[config.mk]
export PLATFORM = sky130hd
export DESIGN_NAME = hazard_ctrl
export DESIGN_NICKNAME = d
export VERILOG_FILES = /design/src/rtl/pipe_pkg.sv /design/src/rtl/hazard_scoreboard.sv /design/src/rtl/hazard_ctrl.sv
export SDC_FILE = /design/constraint.sdc
export NUM_CORES = 1
export LEC_CHECK = 0
export CORE_MARGIN = 2
export CORE_UTILIZATION = 45
export DETAILED_ROUTE_END_ITERATION = 16
export DONT_BUFFER_PORTS = 1
export SLEW_MARGIN = 5
export SYNTH_ARGS = -nofsm -noshare
export SYNTH_HDL_FRONTEND = slang
export SYNTH_HIERARCHICAL = 1
export SYNTH_SLANG_ARGS = --single-unit
[constraint.sdc]
create_clock -name CLK -period 6.4 [get_ports CLK]
set_input_delay 0.64 -clock CLK [delete_from_list [all_inputs] [get_ports CLK]]
set_output_delay 0.64 -clock CLK [all_outputs]
set_load 0.05 [all_outputs]
[src/rtl/pipe_pkg.sv]
// Shared types and constants for the pipeline hazard sequencer.
package pipe_pkg;

    typedef enum logic {
        ST_RUN      = 1'b0,
        ST_MEM_WAIT = 1'b1
    } state_t;

    localparam logic [31:0] NOP_INSTR = 32'h0000_0013;   // addi x0, x0, 0
    localparam int unsigned REG_W     = 5;

    typedef struct packed {
        logic [REG_W-1:0] rd;
        logic             wr;
        logic             ld;
    } sb_entry_t;

    localparam sb_entry_t SB_BUBBLE = '{rd: '0, wr: 1'b0, ld: 1'b0};

    // True when a valid producer entry writes a register the ID instruction reads.
    function automatic logic src_match(
        input sb_entry_t        e,
        input logic             use_rs1,
        input logic [REG_W-1:0] rs1,
        input logic             use_rs2,
        input logic [REG_W-1:0] rs2
    );
        return e.wr && (e.rd != '0) &&
               ((use_rs1 && (rs1 == e.rd)) || (use_rs2 && (rs2 == e.rd)));
    endfunction

endpackage

[src/rtl/hazard_scoreboard.sv]
// Shadow copy of the destination fields in EX, MEM and WB plus the RAW compare
// against the instruction currently in ID.
module hazard_scoreboard
    import pipe_pkg::*;
(
    input  logic             i_clk,
    input  logic             i_rstn,
    input  logic             i_advance,
    input  logic             i_load_id,
    input  logic             i_id_valid,
    input  logic [REG_W-1:0] i_rs1,
    input  logic [REG_W-1:0] i_rs2,
    input  logic             i_use_rs1,
    input  logic             i_use_rs2,
    input  logic [REG_W-1:0] i_rd,
    input  logic             i_wr,
    input  logic             i_ld,
    output logic             o_match_ex,
    output logic             o_ld_ex,
    output logic             o_match_mem,
    output logic             o_match_wb
);

    sb_entry_t r_ex;
    sb_entry_t r_mem;
    sb_entry_t r_wb;
    sb_entry_t w_ex_next;

    // Entry entering EX: the ID instruction or a bubble.
    always_comb begin
        w_ex_next = SB_BUBBLE;
        if (i_load_id) begin
            w_ex_next = '{rd: i_rd, wr: i_wr, ld: i_ld};
        end
    end

    // Shift the shadow entries along with the pipe; hold while frozen.
    always_ff @(posedge i_clk) begin
        if (!i_rstn) begin
            r_ex  <= SB_BUBBLE;
            r_mem <= SB_BUBBLE;
            r_wb  <= SB_BUBBLE;
        end else if (i_advance) begin
            r_ex  <= w_ex_next;
            r_mem <= r_ex;
            r_wb  <= r_mem;
        end
    end

    // Per-stage RAW compare, gated by a real instruction in ID.
    always_comb begin
        o_match_ex  = i_id_valid && src_match(r_ex,  i_use_rs1, i_rs1, i_use_rs2, i_rs2);
        o_match_mem = i_id_valid && src_match(r_mem, i_use_rs1, i_rs1, i_use_rs2, i_rs2);
        o_match_wb  = i_id_valid && src_match(r_wb,  i_use_rs1, i_rs1, i_use_rs2, i_rs2);
        o_ld_ex     = r_ex.ld;
    end

endmodule

[src/rtl/hazard_ctrl.sv]
// Pipeline sequencer: stage enables/flushes for IF, IF/ID, ID/EX and EX/MEM,
// RAW stalls, branch redirect, data-memory freeze and a stall-cycle counter.
module hazard_ctrl
    import pipe_pkg::*;
#(
    parameter bit          FWD_EN = 1'b1,
    parameter int unsigned CNT_W  = 32
) (
    input  logic             CLK,
    input  logic             RSTN,
    input  logic             ID_VALID,
    input  logic [4:0]       RS1_ID,
    input  logic [4:0]       RS2_ID,
    input  logic             USE_RS1_ID,
    input  logic             USE_RS2_ID,
    input  logic [4:0]       RD_ID,
    input  logic             RegWrite_ID,
    input  logic             MemRead_ID,
    input  logic             BR_TAKEN_EX,
    input  logic             DMEM_REQ,
    input  logic             DMEM_READY,
    output logic             PC_EN,
    output logic             PC_SEL,
    output logic             FD_EN,
    output logic             FD_FLUSH,
    output logic             IDEX_FLUSH,
    output logic             EXMEM_EN,
    output logic [CNT_W-1:0] STALL_CYCLES
);

    state_t           r_state;
    state_t           w_state_next;
    logic [CNT_W-1:0] r_stall_cnt;
    logic             w_freeze;
    logic             w_data_stall;
    logic             w_match_ex;
    logic             w_ld_ex;
    logic             w_match_mem;
    logic             w_match_wb;

    hazard_scoreboard u_sb (
        .i_clk      (CLK),
        .i_rstn     (RSTN),
        .i_advance  (!w_freeze),
        .i_load_id  (ID_VALID && !IDEX_FLUSH),
        .i_id_valid (ID_VALID),
        .i_rs1      (RS1_ID),
        .i_rs2      (RS2_ID),
        .i_use_rs1  (USE_RS1_ID),
        .i_use_rs2  (USE_RS2_ID),
        .i_rd       (RD_ID),
        .i_wr       (RegWrite_ID),
        .i_ld       (MemRead_ID),
        .o_match_ex (w_match_ex),
        .o_ld_ex    (w_ld_ex),
        .o_match_mem(w_match_mem),
        .o_match_wb (w_match_wb)
    );

    // Hazard detection: load-use only with forwarding, any in-flight producer without.
    always_comb begin
        w_freeze = DMEM_REQ && !DMEM_READY;
        if (FWD_EN) begin
            w_data_stall = w_match_ex && w_ld_ex;
        end else begin
            w_data_stall = w_match_ex || w_match_mem || w_match_wb;
        end
    end

    // State register.
    always_ff @(posedge CLK) begin
        if (!RSTN) begin
            r_state <= ST_RUN;
        end else begin
            r_state <= w_state_next;
        end
    end

    // Next state: enter MEM_WAIT on an unfinished access, leave on READY.
    always_comb begin
        w_state_next = r_state;
        case (r_state)
            ST_RUN:      if (w_freeze)   w_state_next = ST_MEM_WAIT;
            ST_MEM_WAIT: if (DMEM_READY) w_state_next = ST_RUN;
            default:                     w_state_next = ST_RUN;
        endcase
    end

    // Stage controls in priority order: reset, freeze, redirect, data stall, run.
    always_comb begin
        PC_EN      = 1'b1;
        PC_SEL     = 1'b0;
        FD_EN      = 1'b1;
        FD_FLUSH   = 1'b0;
        IDEX_FLUSH = 1'b0;
        EXMEM_EN   = 1'b1;
        if (!RSTN) begin
            PC_EN      = 1'b0;
            FD_EN      = 1'b0;
            FD_FLUSH   = 1'b1;
            IDEX_FLUSH = 1'b1;
            EXMEM_EN   = 1'b0;
        end else if (w_freeze) begin
            PC_EN      = 1'b0;
            FD_EN      = 1'b0;
            EXMEM_EN   = 1'b0;
        end else if (BR_TAKEN_EX) begin
            PC_SEL     = 1'b1;
            FD_FLUSH   = 1'b1;
            IDEX_FLUSH = 1'b1;
        end else if (w_data_stall) begin
            PC_EN      = 1'b0;
            FD_EN      = 1'b0;
            IDEX_FLUSH = 1'b1;
        end
    end

    // Saturating count of cycles with the PC held.
    always_ff @(posedge CLK) begin
        if (!RSTN) begin
            r_stall_cnt <= '0;
        end else if (!PC_EN && (r_stall_cnt != '1)) begin
            r_stall_cnt <= r_stall_cnt + CNT_W'(1);
        end
    end

    assign STALL_CYCLES = r_stall_cnt;

endmodule
==> Flow_metrics.wiki, run 1 <==
{| class="wikitable"
! Metric !! Value
|-
| Floorplan die height || 74.0 µm
|-
| Critical path cell sequence || xor2_1 > nor4_1 > nand3_1 > a21oi_1 > nand3b_1 > nand3_4 > inv_6 > a31o_4 > or4_1 > a21oi_1
|-
| Initial antenna violation count || 0
|-
| Share of layout cells above drive strength 1 || 8.73%
|-
| Area added between synthesis and finish || 3.57%
|-
| Crit start category || register
|-
| Post-CTS Hold Buffers || 0
|-
| Wire length of the first global-routing pass || 8.23 mm
|-
| Rows || 25
|-
| Unrepaired setup endpoints after global routing || false
|-
| Cell family with the largest share of critical-path delay || simple AND/OR/NAND/NOR gates
|-
| Number of cells upsized or downsized after cts || 0
|-
| Detailed-route DRC error count || 0
|-
| YS warnings || 6
|-
| Pin count of the biggest net entering global routing || 36
|-
| Min-Delay Path Class || input port to register
|-
| Remaining antenna violation count after routing || 0
|-
| Cell with the largest stage delay on the worst path || or4_1
|-
| Highest clock rate || 366 MHz
|-
| Global placement routability congestion || 0.725
|-
| Skew-Pair Late Insertion Delay || 0.29 ns
|-
| Top cell by count, worst path || a21oi_1
|-
| Arrival @ worst endpoint || 2.95 ns
|-
| Number of DRC markers in iteration 0 || 138
|-
| CTS tree || yes
|-
| # setup viols final || 0
|-
| Ratio of final minimum period to clock period || 42.7%
|-
| Number of top-level pins || 63
|-
| CTS buffer count || 5
|-
| Number of failing hold endpoints at the final stage || 0
|-
| Number of pins with negative max-slew slack in the final report || 0
|-
| Total power per unit cell area || 198 nW/µm²
|-
| CTS sink count || 39
|-
| Maximum clock skew at final layout || 0.00410 ns
|-
| Net Count, Synth || 284
|-
| Layout Nets || 277
|-
| Total die area || 5480 µm²
|-
| Critical Path End Type || register
|-
| Max H-tree Level || 2
|-
| Total global routing overflow || 0
|-
| Total inserted antenna cells || 0
|-
| Initial Utilization || 46.7%
|-
| Mean post-synth cell area || 8.55 µm²
|-
| Critical path data required time || 6.62 ns
|-
| Count of mapped cells out of synthesis || 258
|-
| Critical path type || register to register
|-
| Leak Pwr || 0.743 nW
|-
| Overall via count from detail_route || 1854
|-
| Wirelength per Cell || 15.5 µm
|-
| Tot GR Track Use || 19.1%
|-
| Status || finished clean
|-
| First-pass DRT Iterations || 4
|-
| Max Buffers Root-to-Sink || 2
|-
| Pin slew with the least headroom to its limit || 0.767 ns
|-
| Final wirelength || 4.94 mm
|-
| Flop-to-flop setup slack || 3.67 ns
|-
| Root Buffer Master || clkbuf_8
|-
| Total negative slack for setup checks || 0 ns
|-
| Clock slew at reported path FFs || 0.08 ns
|-
| Number of input and output port buffers inserted || 0
|-
| Via-to-Cell Ratio || 5.81
|-
| Maximum single-stage delay on the critical path || 0.52 ns
|-
| Hold Worst Slack || 0.471 ns
|-
| Crit-path max FO || 35
|-
| Post-CTS setup buffer count || 0
|-
| Max-slew headroom || 48.8%
|-
| Cell area after synthesis || 2210 µm²
|-
| Buffer and inverter count on the worst path || 1
|-
| Via count of the first global-routing pass || 1723
|-
| Peak ir drop on the vdd network || 0.0794 mV
|-
| Hpwl dp || 3.40 mm
|-
| Core box area || 4720 µm²
|-
| Max Cap Viol || 0
|-
| Minimum clock period after layout || 2.73 ns
|-
| Chip width || 74.0 µm
|}
metrics by stage:
step | instance area [µm²] | instances | setup slack [ns] | utilization [%] | power (mW)
2_1_floorplan | 2210 | 258 | 3.73 | - | 0.294
3_3_place_gp | 2200 | 311 | 3.48 | 46.7 | 0.294
3_5_place_dp | 2200 | 311 | 3.45 | 46.7 | 0.294
4_1_cts | 2290 | 319 | 3.69 | 48.4 | 0.458
5_1_grt | 2290 | 319 | 3.41 | 48.4 | 0.471
6_report | 2290 | 319 | 3.67 | 48.4 | 0.453
layout by cell type (no fill, tap or decap), types with 3 or more instances in the layout:
cell,n
dfxtp_1,39
o21ai_0,12
nor4_1,7
nand2b_1,4
nand3_2,3
and2_1,4
o31ai_1,8
inv_1,4
or4_1,10
nand3_1,14
nor2_1,5
a21oi_1,29
clkbuf_8,5
xor2_1,10
mux2i_1,3
nand2_1,19
nand3b_1,3
o311ai_0,3
nand4_1,9
or3_1,13
and3_1,5
nor2b_1,14
worst paths after layout:
| path | from | end | depth (start not counted) |
|---|---|---|---|
| max reg2reg | u_sb/r_ex[3]$_SDFFE_PN0P_ | STALL_CYCLES[13]$_SDFFE_PN0P_ | 10 |
| min reg2reg | u_sb/r_ex[1]$_SDFFE_PN0P_ | u_sb/r_ex[1]$_SDFFE_PN0P_ | 3 |
| max | u_sb/r_ex[3]$_SDFFE_PN0P_ | STALL_CYCLES[13]$_SDFFE_PN0P_ | 10 |
| min | RSTN | STALL_CYCLES[25]$_SDFFE_PN0P_ | 1 |
power breakdown:
group	total [mW]	internal (mW)	switching [mW]
clock	0.165	0.0766	0.0885
sequential	0.255	0.245	0.00967
combinational	0.0330	0.00975	0.0233
total	0.453	0.332	0.121
registers in the layout, indices dropped and copies added, names as in the netlist:
register / flops
STALL_CYCLES: 32
u_sb/r_ex: 6
u_sb/o_ld_ex: 1
routing by layer:
metal	up-vias	share of wire, %	wire length [µm]	track usage, %
met5	-	0	0	0
li1	951	-	-	-
met3	5	7.5	371	7.32
met4	0	0.89	44	4.24
met2	45	44	2190	29.5
met1	853	47	2330	25.5
cell type report:
cell class,instances,area (µm²)
clock buffers,7,76.3
inverters,5,23.8
flip-flops and latches,39,781
fillers,475,2440
well taps,67,83.8
clock inverters,1,5.00
multi-input cells,200,1320
(Power assumes the default switching activity.)
==> run 2, diff against run 1 <==
==> constraint.sdc (replaced) <==
create_clock -name CLK -period 2.23 [get_ports CLK]
set_input_delay 0.223 -clock CLK [delete_from_list [all_inputs] [get_ports CLK]]
set_output_delay 0.223 -clock CLK [all_outputs]
set_load 0.05 [all_outputs]
==> Flow_metrics.wiki, run 2 (same netlist as run 1, synthesis figures left out) <==
{| class="wikitable"
! Metric !! Value
|-
| Skew-Pair Late Insertion Delay || 0.29 ns (about the same)
|-
| Crit-path max FO || 6 (-83%)
|-
| First-pass DRT Iterations || 4 (unchanged)
|-
| Share of layout cells above drive strength 1 || 29.2% (+20 points)
|-
| Min-Delay Path Class || input port to register
|-
| Chip width || 74.0 µm (unchanged)
|-
| CTS buffer count || 5 (unchanged)
|-
| Initial Utilization || 46.7% (unchanged)
|-
| Total inserted antenna cells || 0 (unchanged)
|-
| Portion of total power attributed to sequential cells || 50.6% (-5.7 points)
|-
| Number of top-level pins || 63 (unchanged)
|-
| Wirelength per Cell || 15.4 µm (-0.46%)
|-
| Remaining antenna violation count after routing || 0 (unchanged)
|-
| Tot GR Track Use || 21.6% (+2.5 points)
|-
| Critical path type || register to register
|-
| Leak Pwr || 1.02 nW (+37%)
|-
| Number of input and output port buffers inserted || 0 (unchanged)
|-
| Critical path data required time || 2.45 ns (-4.17 ns)
|-
| Status || finished, violations left
|-
| Most frequent standard cell in the layout excluding fill and tap cells || buf_4
|-
| Global placement routability congestion || 0.810 (+12%)
|-
| Total negative slack for setup checks || -1.04 ns (-1.04 ns)
|-
| Total power per unit cell area || 501 nW/µm² (+150%)
|-
| Rows || 25 (unchanged)
|-
| Crit start category || register
|-
| Sw Ratio || 25.8% (-1.0 points)
|-
| Overall via count from detail_route || 2088 (+13%)
|-
| Max Cap Viol || 0 (unchanged)
|-
| Total die area || 5480 µm² (unchanged)
|-
| Max Buffers Root-to-Sink || 2 (unchanged)
|-
| Violated checks || negative setup slack
|-
| Core utilization of the finished layout || 59.3% (+11 points)
|-
| Part of the power in the clock network || 38.3% (+1.9 points)
|-
| Flip-flop count of the largest register, all copies and words added || 32 (unchanged)
|-
| Peak ir drop on the vdd network || 0.350 mV (+340%)
|-
| Root Buffer Master || clkbuf_8
|-
| Critical Path End Type || register
|-
| CTS tree || yes
|-
| Unrepaired setup endpoints after global routing || true
|-
| Pin slew with the least headroom to its limit || 0.858 ns (+0.0905 ns)
|-
| Most used cells in the layout excluding fill and tap cells || buf_4, dfxtp_1, a21oi_1
|-
| Minimum clock period after layout || 2.35 ns (-0.379 ns)
|-
| Final wirelength || 5.73 mm (+16%)
|-
| Arrival @ worst endpoint || 2.57 ns (-0.38 ns)
|-
| Pin count of the biggest net entering global routing || 30 (-17%)
|-
| Share of power burned in combinational logic || 11.0% (+3.7 points)
|-
| Area added between synthesis and finish || 26.9%
|-
| Via-to-Cell Ratio || 5.61 (-3.4%)
|-
| Clock slew at reported path FFs || 0.08 ns (about the same)
|-
| Ratio of final minimum period to clock period || 106% (+63 points)
|-
| Floorplan die height || 74.0 µm (unchanged)
|-
| Highest clock rate || 425 MHz (+16%)
|-
| Hpwl dp || 3.93 mm (+16%)
|-
| Number of failing hold endpoints at the final stage || 0 (unchanged)
|-
| # setup viols final || 20 (+20)
|-
| Via count of the first global-routing pass || 1936 (+12%)
|-
| Maximum clock skew at final layout || 0.00879 ns (+0.00469 ns)
|-
| Layout Nets || 330 (+19%)
|-
| Total global routing overflow || 0 (unchanged)
|-
| Internal power of the cells || 1.04 mW (+210%)
|-
| Core box area || 4720 µm² (unchanged)
|-
| CTS sink count || 39 (unchanged)
|-
| Detailed-route DRC error count || 0 (unchanged)
|-
| Max-slew headroom || 42.8% (-6.0 points)
|-
| Post-route worst setup slack || -0.123 ns (-3.79 ns)
|-
| Number of DRC markers in iteration 0 || 129 (-6.5%)
|-
| Switching power total || 362 µW (+200%)
|-
| Wire length of the first global-routing pass || 9.31 mm (+13%)
|-
| Initial antenna violation count || 0 (unchanged)
|-
| Max H-tree Level || 2 (unchanged)
|-
| Number of pins with negative max-slew slack in the final report || 0 (unchanged)
|-
| Post-CTS Hold Buffers || 0 (unchanged)
|}
==> run 2: changes by cell type in the layout (fill, tap and decap cells not counted), moves of 2 or more <==
cell and delta:
a21oi_2 +2, o311ai_0 -2, o31ai_1 -2, a21oi_1 -2, a31o_2 +2, nor4_2 +2, o31ai_2 +2, dfxtp_1 -4
nor4_1 -3, buf_4 +50, dfxtp_2 +4, clkbuf_8 +2
==> run 2: path summary, 6_finish.rpt <==
| check | from | end | slack (ns) | depth (start not counted) |
|---|---|---|---|---|
| max reg2reg | u_sb/r_ex[2]$_SDFFE_PN0P_ | STALL_CYCLES[8]$_SDFFE_PN0P_ | -0.12 | 10 |
| min | RSTN | u_sb/r_ex[6]$_SDFFE_PN0P_ | 0.06 | 1 |
| min reg2reg | STALL_CYCLES[2]$_SDFFE_PN0P_ | STALL_CYCLES[2]$_SDFFE_PN0P_ | 0.54 | 2 |
| max | u_sb/r_ex[2]$_SDFFE_PN0P_ | STALL_CYCLES[8]$_SDFFE_PN0P_ | -0.12 | 10 |
==> run 2: layout make-up <==
cell class | instances | area [µm²]
Inverter | 5 | 26.3
Clock buffer | 8 | 100
Timing Repair Buffer | 51 | 395
Fill cell | 428 | 1920
Tap cell | 67 | 83.8
Multi-Input combinational cell | 202 | 1410
Sequential cell | 39 | 786
==> run 2: metal layers <==
layer | global-route usage (%) | vias to the layer above | share of wire [%]
met4 | 6.67 | 0 | 1.3
met2 | 35.2 | 53 | 46
met5 | 0 | - | 0
met3 | 6.37 | 9 | 6.7
li1 | - | 1064 | -
met1 | 27.7 | 962 | 46
==> run 2: timing repair <==
action                     4_1_cts  5_1_grt
setup endpoints to repair       25       33
hold endpoints to repair         0        0
setup buffers                    1        2
gates cloned                     2        0
pin swaps                        5       14
resized for setup                8       11
==> run 2: power groups by stage <==
stage | Sequential, mW | Combinational [mW] | Clock (mW)
after floorplan | 0.745 | 0.100 | 0
after CTS | 0.710 | 0.148 | 0.543
after global routing | 0.711 | 0.164 | 0.579
after global placement | 0.726 | 0.139 | 0
final | 0.710 | 0.155 | 0.538
after detailed placement | 0.726 | 0.140 | 0
==> run 2: worst max-delay path, stage by stage (launching register included) <==
cell,delay [ns]
dfxtp_2,0.34
xor2_1,0.17
nor4_2,0.27
nand3_1,0.13
a21oi_2,0.19
nand3b_1,0.14
nand3_4,0.11
inv_8,0.04
or3_4,0.35
or4_1,0.41
a21oi_1,0.13
==> run 2: metrics by stage <==
stage	power, mW	area [µm²]	setup WS [ns]	std cells	hold WS (ns)
2_1_floorplan	0.846	2210	-0.0182	258	0.351
6_report	1.40	2800	-0.123	372	0.0589
3_5_place_dp	0.866	2570	-0.224	359	0.351
3_3_place_gp	0.865	2570	-0.0735	359	0.345
5_1_grt	1.45	2800	-0.285	372	0.0438
4_1_cts	1.40	2730	-0.153	370	0.0511
